[config.mk]
export PLATFORM = sky130hd
export DESIGN_NAME = uart_tx_serializer
export DESIGN_NICKNAME = d
export VERILOG_FILES = /design/src/rtl/uart_tx_serializer.sv
export SDC_FILE = /design/constraint.sdc
export NUM_CORES = 1
export LEC_CHECK = 0
export ABC_AREA = 1
export BUFFER_PORTS_ARGS = -buffer_cell sky130_fd_sc_hd__buf_4
export CAP_MARGIN = 30
export CELL_PAD_IN_SITES_DETAIL_PLACEMENT = 1
export CELL_PAD_IN_SITES_GLOBAL_PLACEMENT = 1
export CORE_MARGIN = 1
export CORE_UTILIZATION = 29
export CTS_BUF_LIST = sky130_fd_sc_hd__clkbuf_8 sky130_fd_sc_hd__clkbuf_16
export DETAILED_ROUTE_END_ITERATION = 10
export PLACE_DENSITY_LB_ADDON = 0.1
export REMOVE_ABC_BUFFERS = 1
export SYNTH_ARGS = -nofsm -noshare
export SYNTH_HDL_FRONTEND = slang
export SYNTH_SLANG_ARGS = --single-unit
[constraint.sdc]
create_clock -name clk -period 1.8 [get_ports clk]
set_clock_uncertainty 0.1 [all_clocks]
set_input_delay 0 -clock clk [delete_from_list [all_inputs] [get_ports clk]]
set_output_delay 0 -clock clk [all_outputs]
set_load 0.02 [all_outputs]
[src/rtl/uart_tx_serializer.sv]
// UART transmit engine: one word per valid/ready handshake, sent as
// start bit, LSB-first data, optional parity and one or two stop bits.
module uart_tx_serializer #(
    parameter int CLKS_PER_BIT = 2604,
    parameter int DATA_BITS    = 8,
    parameter int PARITY       = 0,
    parameter int STOP_BITS    = 1
) (
    input  logic                 clk,
    input  logic                 rst,
    input  logic                 tx_valid,
    input  logic [DATA_BITS-1:0] tx_data,
    output logic                 tx_ready,
    output logic                 tx,
    output logic                 tx_busy,
    output logic                 tx_done
);

    localparam int CW = $clog2(CLKS_PER_BIT);

    typedef enum logic [2:0] {
        S_IDLE,
        S_START,
        S_DATA,
        S_PAR,
        S_STOP
    } state_t;

    state_t               state, state_d;
    logic [CW-1:0]        clk_cnt, clk_cnt_d;
    logic [2:0]           bit_cnt, bit_cnt_d;
    logic [DATA_BITS-1:0] shreg, shreg_d;
    logic                 par, par_d;
    logic                 fin, fin_q;
    logic                 bit_end;

    assign bit_end = (clk_cnt == CW'(CLKS_PER_BIT - 1));

    always_comb begin
        state_d   = state;
        clk_cnt_d = clk_cnt;
        bit_cnt_d = bit_cnt;
        shreg_d   = shreg;
        par_d     = par;
        fin       = 1'b0;
        if (state != S_IDLE)
            clk_cnt_d = bit_end ? '0 : clk_cnt + 1'b1;
        case (state)
            S_IDLE: begin
                if (tx_valid && tx_ready) begin
                    shreg_d   = tx_data;
                    par_d     = (PARITY == 1) ? ~^tx_data : ^tx_data;
                    clk_cnt_d = '0;
                    bit_cnt_d = '0;
                    state_d   = S_START;
                end
            end
            S_START: begin
                if (bit_end)
                    state_d = S_DATA;
            end
            S_DATA: begin
                if (bit_end) begin
                    shreg_d = shreg >> 1;
                    if (bit_cnt == 3'(DATA_BITS - 1)) begin
                        bit_cnt_d = '0;
                        state_d   = (PARITY != 0) ? S_PAR : S_STOP;
                    end else begin
                        bit_cnt_d = bit_cnt + 3'd1;
                    end
                end
            end
            S_PAR: begin
                if (bit_end)
                    state_d = S_STOP;
            end
            S_STOP: begin
                if (bit_end) begin
                    if (bit_cnt == 3'(STOP_BITS - 1)) begin
                        bit_cnt_d = '0;
                        state_d   = S_IDLE;
                        fin       = 1'b1;
                    end else begin
                        bit_cnt_d = bit_cnt + 3'd1;
                    end
                end
            end
            default: state_d = S_IDLE;
        endcase
    end

    // Line outputs follow the state one cycle later, so the start bit
    // falls on the edge after acceptance.
    always_ff @(posedge clk) begin
        if (rst) begin
            state    <= S_IDLE;
            clk_cnt  <= '0;
            bit_cnt  <= '0;
            shreg    <= '0;
            par      <= 1'b0;
            fin_q    <= 1'b0;
            tx       <= 1'b1;
            tx_ready <= 1'b1;
            tx_busy  <= 1'b0;
            tx_done  <= 1'b0;
        end else begin
            state    <= state_d;
            clk_cnt  <= clk_cnt_d;
            bit_cnt  <= bit_cnt_d;
            shreg    <= shreg_d;
            par      <= par_d;
            fin_q    <= fin;
            tx_done  <= fin_q;
            tx_ready <= (state == S_IDLE);
            tx_busy  <= (state != S_IDLE);
            case (state)
                S_START: tx <= 1'b0;
                S_DATA:  tx <= shreg[0];
                S_PAR:   tx <= par;
                default: tx <= 1'b1;
            endcase
        end
    end

endmodule

==> results of run 1 <==
[power breakdown]
| part | switching (mW) | leakage [nW] | total (mW) | internal (mW) |
|---|---|---|---|---|
| clock | 0.247 | 0.0452 | 0.503 | 0.257 |
| combinational | 0.785 | 0.611 | 1.17 | 0.387 |
| sequential | 0.0921 | 0.261 | 0.953 | 0.861 |
[cell usage after synthesis, types with 2 or more instances]
cell and count:
buf_2 2, nand3_1 13, o21ai_0 15, inv_2 5, buf_6 2, nand4_1 2, nand2_2 3, a21oi_1 22
nor2_1 22, xor2_1 2, nand2_1 73, ha_1 4, inv_1 37, o21ai_1 3, nand2_4 2, nor2_4 2
dfxtp_1 32, xnor2_1 6, a211oi_1 2
[area by class of cell]
type / instances / share of cell area, %
repair buffers: 20 / 7.529
inverters: 42 / 7.650
clock inverters: 2 / 0.4250
multi-input cells: 180 / 45.60
well taps: 72 / 4.372
flip-flops and latches: 32 / 31.09
clock buffers: 5 / 3.339
[tightest hold or removal path, stage by stage]
cell and delay (ns):
buf_4 0.09, nand2_1 0.04, nand2_1 0.05, o21ai_1 0.06, a21oi_1 0.11
[worst paths after layout]
path / to / slack [ns]
worst max-delay path: shreg[4] / 0.17
worst min-delay path: shreg[6] / 0.02
worst max register to register: shreg[4] / 0.17
worst min register to register: tx_done / 0.31
[registers in the layout (all words and copies together), names as in the netlist]
name and flops:
tx_busy 1, tx 1, state 3, shreg 8
tx_done 1, fin_q 1, par 1, clk_cnt 12
bit_cnt 3, tx_ready 1
[cell families (layout without fill, tap and decap cells)]
family	after synthesis	in the layout	synth area share [%]
fa+ha+maj	4	4	2.874
flops	32	32	36.78
buf+inv	48	69	11.35
compound gates	46	46	14.08
simple gates	122	122	30.89
xor+xnor	8	8	4.023
[layer usage]
layer  vias to the layer above  GRT usage [%]  share of wire, %
met5                         -              0                 0
met1                       720          20.17                49
met4                         0          4.909              0.55
met2                        13          25.64                48
li1                        849              -                 -
met3                         2          3.771               2.1
[what timing repair did]
item	4_1_cts	5_1_grt
setup buffers	0	1
endpoints found under the setup margin	0	14
endpoints found under the hold margin	15	0
hold buffers	2	0
gates resized for setup	0	11
[stage by stage]
stage               utilization [%]  instances  setup WS, ns  area (µm²)  hold WS, ns
floorplan                         -        254        0.3246        1702     -0.03093
global placement              34.02        343        0.1632        1919       0.1926
detailed placement            34.02        343        0.1080        1919       0.1951
CTS                           35.75        352       0.09859        2017     0.001340
global route                  36.53        353      0.004642        2061      0.04667
finish                        36.53        353        0.1726        2061      0.01745
==> results.sh, run 1 <==
export IMPL_seq_area_um2=640.6
export IMPL_yosys_warnings=0
export IMPL_synth_edf_count=0
export IMPL_vias=1584
export IMPL_critPathTopFamily="simple AND/OR/NAND/NOR gates"
export IMPL_yosysTopAreaCell="dfxtp_1"
export IMPL_p_leak_nw=0.9181
export IMPL_syn_area_um2=1742
export IMPL_fin_nets=296
export IMPL_start_util_pct=30.87
export IMPL_layout_common_cells="71 x nand2_1, 38 x inv_1, 32 x dfxtp_1"
export IMPL_ir_worst_vdd_uv=387.5
export IMPL_cts_buffer_depth=2
export IMPL_maxCapViolCount=0
export IMPL_start_kind="register"
export IMPL_grt_antenna_before_repair=0
export IMPL_async_flop_share_pct=0
export IMPL_min_path_cells=5
export IMPL_viasPerCell=4.487
export IMPL_fill_cells=745
export IMPL_yosysUniqueCellTypes=30
export IMPL_drt_total_wl_mm=4.354
export IMPL_rows=27
export IMPL_grt_pass1_wl_mm=7.590
export IMPL_rsz0062_at_grt="no"
export IMPL_ant_nets=0
export IMPL_synth_area_top_cells="dfxtp_1 37%, nand2_1 16%, inv_1 8.0%, a21oi_1 6.3%, nor2_1 4.7%"
export IMPL_gp_congestion=0.7511
export IMPL_critPathBufInv=0
export IMPL_cts_tree="done"
export IMPL_setup_viol=0
export IMPL_hold_class="primary input to register"
export IMPL_outcome="finished clean"
export IMPL_crit_required_ns=1.87
export IMPL_crit_start="clk_cnt[0]"
export IMPL_drc=0
export IMPL_cp_max_fo=14
export IMPL_first_global_vias=1589
export IMPL_dieArea_um2=6319
export IMPL_clock_latency_ns=0.28
export IMPL_cpMaxStageDelayCell="dfxtp_1"
export IMPL_io_pins=15
export IMPL_hold_viol=0
export IMPL_synth_seq_area_share_pct=36.78
export IMPL_clock_sinks=32
export IMPL_cp_end_kind="register"
export IMPL_fin_crit_ns=1.627
export IMPL_reg2reg_from="clk_cnt[0]"
export IMPL_final_common_cell="nand2_1"
export IMPL_clkTransAtPathRegs_ns=0.06
export IMPL_cp_slowest_stage_delay_ns=0.37
export IMPL_worst_slew_pin_slew_ns=0.4600
export IMPL_cts_buffers=5
export IMPL_yosys_most_used_dff="dfxtp_1"
export IMPL_syn_to_final_growth_pct=18.32
export IMPL_drv_slew=0
export IMPL_crit_path_cell_trace="ha_1, nand2_1, nor2_2, nand3_4, nand2_2, nand2_4, o21ai_0, a21oi_1"
export IMPL_post_route_period_util_pct=90.41
export IMPL_grt_usage_pct=15.69
export IMPL_grt_overflow=0
export IMPL_dr_pass1_iters=4
export IMPL_wl_per_cell_um=12.33
export IMPL_relSlewSlack_pct=69.30
export IMPL_dp_hpwl_mm=3.275
export IMPL_cts_root_buf="clkbuf_8"
export IMPL_grt_max_degree=19
export IMPL_multiInputGateArea_um2=939.7
export IMPL_maxClockFrequency_mhz=614.5
export IMPL_cp_depth=8
export IMPL_power_mw=2.629
export IMPL_critPathKind="register to register"
export IMPL_drive_above_1_share_pct=16.73
export IMPL_tns_ns=0
export IMPL_syn_avg_cell_area_um2=6.699
export IMPL_power_per_cell_area_nw_per_um2=1276
export IMPL_synth_top_area_share_pct=36.78
export IMPL_drtIter0Drc=43
export IMPL_core_um2=5642
export IMPL_synthCells=260
export IMPL_die_y_um=79.50
export IMPL_cts_htree_levels=2
export IMPL_ys_ff_latch=32
export IMPL_arrival_ns=1.70
export IMPL_hp_start="tx_data[6]"
export IMPL_r2r_cells=8
export IMPL_diodes=0
export IMPL_port_buffers=14
export IMPL_die_x_um=79.50
Power figures use the tool's default switching activity.
==> inputs of run 2 (changes only) <==
--- a/config.mk
+++ b/config.mk
@@ -15,7 +15,6 @@
 export CTS_BUF_LIST = sky130_fd_sc_hd__clkbuf_8 sky130_fd_sc_hd__clkbuf_16
 export DETAILED_ROUTE_END_ITERATION = 10
 export PLACE_DENSITY_LB_ADDON = 0.1
-export REMOVE_ABC_BUFFERS = 1
 export SYNTH_ARGS = -nofsm -noshare
 export SYNTH_HDL_FRONTEND = slang
 export SYNTH_SLANG_ARGS = --single-unit
==> run 2 against run 1 <==
Compared with the run above: non-clock buffer count unchanged; highest routed layer unchanged; first-iteration DRC count shrank 12%; sequential share of layout area is 0.25 points higher; largest cell class unchanged.
==> results.sh, run 2 (synthesized netlist as in run 1, its figures left out) <==
export IMPL_outcome="finished clean"
export IMPL_clkTransAtPathRegs_ns=0.07
export IMPL_start_kind="register"
export IMPL_cts_root_buf="clkbuf_8"
export IMPL_syn_to_final_growth_pct=17.39
export IMPL_dp_hpwl_mm=3.332
export IMPL_fin_nets=296
export IMPL_power_per_cell_area_nw_per_um2=1297
export IMPL_grt_usage_pct=16.30
export IMPL_post_route_period_util_pct=90.90
export IMPL_fin_ws_ns=0.1637
export IMPL_clock_latency_ns=0.28
export IMPL_largest_reg_flops=12
export IMPL_final_cells=354
export IMPL_ant_nets=0
export IMPL_drc=0
export IMPL_whs_ns=0.01647
export IMPL_drive_above_1_share_pct=13.48
export IMPL_diodes=0
export IMPL_io_pins=15
export IMPL_relSlewSlack_pct=67.95
export IMPL_core_um2=5642
export IMPL_power_mw=2.651
export IMPL_tns_ns=0
export IMPL_ir_worst_vdd_uv=412.4
export IMPL_wl_per_cell_um=12.63
export IMPL_setup_viol=0
export IMPL_grt_pass1_wl_mm=7.769
export IMPL_maxCapViolCount=0
export IMPL_drv_slew=0
export IMPL_syn_nets=275
export IMPL_die_y_um=79.50
export IMPL_fin_crit_ns=1.636
export IMPL_maxClockFrequency_mhz=611.2
export IMPL_critPathKind="register to register"
export IMPL_cts_tree="done"
export IMPL_crit_path_cell_trace="ha_1, nand2_1, nor2_1, nand3_2, nand2_1, nand2_4, o21ai_0, a21oi_1"
export IMPL_hold_viol=0
export IMPL_grt_overflow=0
export IMPL_cts_buffers=5
export IMPL_rows=27
export IMPL_fill_cells=727
export IMPL_crit_top_cell="nand2_1"
export IMPL_arrival_ns=1.71
export IMPL_vias=1626
export IMPL_cp_end_kind="register"
export IMPL_dieArea_um2=6319
export IMPL_max_flop_register="clk_cnt"
export IMPL_final_common_cell="nand2_1"
export IMPL_start_util_pct=30.87
export IMPL_critPathBufInv=0
export IMPL_cp_max_fo=14
export IMPL_cp_slowest_stage_delay_ns=0.38
export IMPL_clock_sinks=32
export IMPL_top_regs="clk_cnt: 12 flops, shreg: 8 flops"
export IMPL_dr_pass1_iters=4
export IMPL_crit_required_ns=1.87
export IMPL_grt_antenna_before_repair=0
export IMPL_worst_slew_pin_slew_ns=0.4802
export IMPL_gp_congestion=0.7105
export IMPL_port_buffers=14
export IMPL_drtIter0Drc=38
export IMPL_die_x_um=79.50
export IMPL_p_leak_nw=0.9234
export IMPL_place_inst=342
export IMPL_cts_htree_levels=2
export IMPL_cpMaxStageDelayCell="dfxtp_1"
export IMPL_viasPerCell=4.593
export IMPL_r2r_slack_ns=0.16
export IMPL_critPathTopFamily="simple AND/OR/NAND/NOR gates"
export IMPL_grt_max_degree=19
export IMPL_post_place_ws_ns=0.09585
export IMPL_cts_buffer_depth=2
export IMPL_drt_total_wl_mm=4.470
export IMPL_layout_common_cells="73 x nand2_1, 39 x inv_1, 32 x dfxtp_1"
export IMPL_hold_class="primary input to register"
export IMPL_first_global_vias=1706
==> run 2: cell count changes in the layout (fill, tap and decap cells not counted), moves of 2 or more <==
| cell | before | now |
|---|---|---|
| nand2_2 | 4 | 2 |
| nor2_2 | 3 | 0 |
| nand2_1 | 71 | 73 |
| a21oi_1 | 20 | 22 |
| o21ai_0 | 14 | 12 |
| o21ai_1 | 3 | 6 |
| nor2_1 | 19 | 22 |
| a21oi_2 | 2 | 0 |
==> run 2: timing repair <==
item                                   CTS  global route
hold buffers                             3             0
buffers inserted                         0             1
gates resized for setup                  0             4
endpoints found under the hold margin   16             0
setup endpoints to repair                0             9
==> run 2: per-layer routing <==
metal / vias up / routed length (µm) / global-route usage, %
met5: - / 0 / 0
met4: 0 / 67 / 6.545
met3: 6 / 114 / 4.229
met2: 13 / 2104 / 27.86
met1: 748 / 2183 / 19.22
li1: 859 / - / -
==> run 2: path summary, 6_finish.rpt <==
path         startpoint  endpoint  cells past startpoint
max          clk_cnt[0]  shreg[1]                      8
max reg2reg  clk_cnt[0]  shreg[1]                      8
min reg2reg       fin_q   tx_done                      2
min          tx_data[3]  shreg[3]                      5
==> run 2: worst register-to-register path: cells and delay by family (launching register included) <==
family,cells,cell delay [ns]
and+or+nand+nor,5,0.62
DFF,1,0.38
adders and majority gates,1,0.20
AOI/OAI and AO/OA,2,0.23
==> run 2: through the flow <==
stage | util, % | cell area (µm²)
final | 36.24 | 2044
after CTS | 36.02 | 2032
after global routing | 36.24 | 2044
after detailed placement | 33.89 | 1912
after floorplan | - | 1742
after global placement | 33.89 | 1912
==> run 2: final cells by class <==
cell class	instances	area (µm²)	area share, %
Sequential cell	32	640.6	31.33
Clock buffer	6	82.58	4.039
Multi-Input combinational cell	180	908.4	44.43
Clock inverter	2	7.507	0.3672
Timing Repair Buffer	20	157.7	7.711
Inverter	42	157.7	7.711
Tap cell	72	90.09	4.406
==> run 2: power breakdown <==
group,total [mW],leakage (nW),internal [mW],switching [mW]
registers,0.961,0.261,0.861,0.100
clock network,0.564,0.0538,0.300,0.264
logic,1.13,0.608,0.371,0.755
total,2.65,0.923,1.53,1.12
==> inputs of run 3 (changes only) <==
--- a/config.mk
+++ b/config.mk
@@ -11,7 +11,7 @@
 export CELL_PAD_IN_SITES_DETAIL_PLACEMENT = 1
 export CELL_PAD_IN_SITES_GLOBAL_PLACEMENT = 1
 export CORE_MARGIN = 1
-export CORE_UTILIZATION = 29
+export CORE_UTILIZATION = 42
 export CTS_BUF_LIST = sky130_fd_sc_hd__clkbuf_8 sky130_fd_sc_hd__clkbuf_16
 export DETAILED_ROUTE_END_ITERATION = 10
 export PLACE_DENSITY_LB_ADDON = 0.1
==> run 3 against run 2 <==
Compared with the run above: fmax increased by 1.7%; largest cell class unchanged; design area decreased by 1.5%; largest power group unchanged; setup slack improved by 0.027 ns; non-clock buffer count stayed put; sequential cell count unchanged; highest routed layer unchanged; hold slack better by 0.011 ns; register-to-register slack improved by 0.03 ns; critical path depth unchanged.
==> results.sh, run 3 (synthesized netlist as in run 1, its figures left out) <==
export IMPL_utilization_pct=50.36
export IMPL_viasPerCell=4.891
export IMPL_cpMaxStageDelayCell="dfxtp_2"
export IMPL_port_buffers=14
export IMPL_core_um2=4000
export IMPL_arrival_ns=1.67
export IMPL_grt_max_degree=19
export IMPL_crit_required_ns=1.86
export IMPL_grt_overflow=0
export IMPL_cts_tree="done"
export IMPL_first_global_vias=1612
export IMPL_whs_ns=0.02722
export IMPL_ant_nets=0
export IMPL_maxClockFrequency_mhz=621.4
export IMPL_dr_pass1_iters=4
export IMPL_critPathTopFamily="simple AND/OR/NAND/NOR gates"
export IMPL_grt_pass1_wl_mm=7.038
export IMPL_drtIter0Drc=48
export IMPL_cp_end_kind="register"
export IMPL_hold_viol=0
export IMPL_syn_nets=275
export IMPL_io_pins=15
export IMPL_clkTransAtPathRegs_ns=0.06
export IMPL_cts_buffer_depth=2
export IMPL_cts_buffers=5
export IMPL_final_cells=329
export IMPL_fin_nets=296
export IMPL_vias=1609
export IMPL_die_x_um=66.40
export IMPL_critPathBufInv=0
export IMPL_placed_cell_area_um2=1884
export IMPL_clock_latency_ns=0.28
export IMPL_outcome="finished clean"
export IMPL_wl_per_cell_um=12.38
export IMPL_gp_congestion=0.7197
export IMPL_final_common_cell="nand2_1"
export IMPL_maxCapViolCount=0
export IMPL_diodes=0
export IMPL_drt_total_wl_mm=4.074
export IMPL_max_flop_register="clk_cnt"
export IMPL_critPathKind="register to register"
export IMPL_rows=23
export IMPL_place_inst=320
export IMPL_crit_path_cell_trace="ha_2, nand2_1, nor2_1, nand3_2, nand2_2, nand2_4, o21ai_0, a21oi_1"
export IMPL_drv_slew=0
export IMPL_cts_htree_levels=2
export IMPL_p_leak_nw=0.9048
export IMPL_grt_usage_pct=21.29
export IMPL_cp_max_fo=14
export IMPL_syn_to_final_growth_pct=15.66
export IMPL_drive_above_1_share_pct=16.13
export IMPL_worst_slew_pin_slew_ns=0.4326
export IMPL_grt_antenna_before_repair=0
export IMPL_fin_ws_ns=0.1907
export IMPL_fill_cells=530
export IMPL_post_route_period_util_pct=89.40
export IMPL_power_mw=2.597
export IMPL_post_place_ws_ns=0.07131
export IMPL_cts_root_buf="clkbuf_8"
export IMPL_top_regs="clk_cnt: 12 flops, shreg: 8 flops"
export IMPL_relSlewSlack_pct=71.13
export IMPL_hold_class="primary input to register"
export IMPL_start_util_pct=43.54
export IMPL_drc=0
export IMPL_start_kind="register"
export IMPL_dieArea_um2=4408
export IMPL_cp_slowest_stage_delay_ns=0.35
export IMPL_final_cell_area_um2=2014
export IMPL_clock_sinks=32
export IMPL_dp_hpwl_mm=3.095
export IMPL_power_per_cell_area_nw_per_um2=1289
export IMPL_largest_reg_flops=12
export IMPL_ir_worst_vdd_uv=741.1
export IMPL_rsz0062_at_grt="no"
export IMPL_setup_viol=0
export IMPL_layout_common_cells="71 x nand2_1, 37 x inv_1, 30 x dfxtp_1"
export IMPL_tns_ns=0
export IMPL_die_y_um=66.40
export IMPL_fin_crit_ns=1.609
-- run 3: metal layers --
| layer | vias up | part of all wire (%) | global-route usage, % |
|---|---|---|---|
| met5 | - | 0 | 0 |
| met1 | 742 | 47 | 24.59 |
| li1 | 850 | - | - |
| met3 | 2 | 2.5 | 5.345 |
| met2 | 15 | 50 | 37.76 |
| met4 | 0 | 0.79 | 7.181 |
-- run 3: area by class of cell --
class	instances	area, µm²	area share (%)
clock buffers	5	68.82	3.416
inverters	42	157.7	7.826
multi-input cells	180	924.6	45.90
flip-flops and latches	32	643.1	31.93
well taps	50	62.56	3.106
repair buffers	20	157.7	7.826
-- run 3: power by group --
group | switching [mW] | internal, mW
clock network | 0.239 | 0.249
registers | 0.0920 | 0.865
logic | 0.769 | 0.384
-- run 3: what timing repair did --
action                                  in CTS  in global routing
gates resized for setup                      0                  9
setup buffers                                0                  1
hold endpoints to repair                    17                  0
hold buffers                                 3                  0
endpoints found under the setup margin       0                 14
-- run 3: worst paths after layout --
check / start / to / slack [ns] / cells past startpoint
hold reg to reg: fin_q / tx_done / 0.30 / 2
setup / recovery: clk_cnt[0] / shreg[3] / 0.19 / 8
hold / removal: tx_data[4] / shreg[4] / 0.03 / 5
setup reg to reg: clk_cnt[0] / shreg[3] / 0.19 / 8
-- run 3: worst min-delay path: stages --
cell     delay, ns
buf_4         0.09
nand2_1       0.04
o21ai_0       0.05
o21ai_0       0.08
a21oi_1       0.10
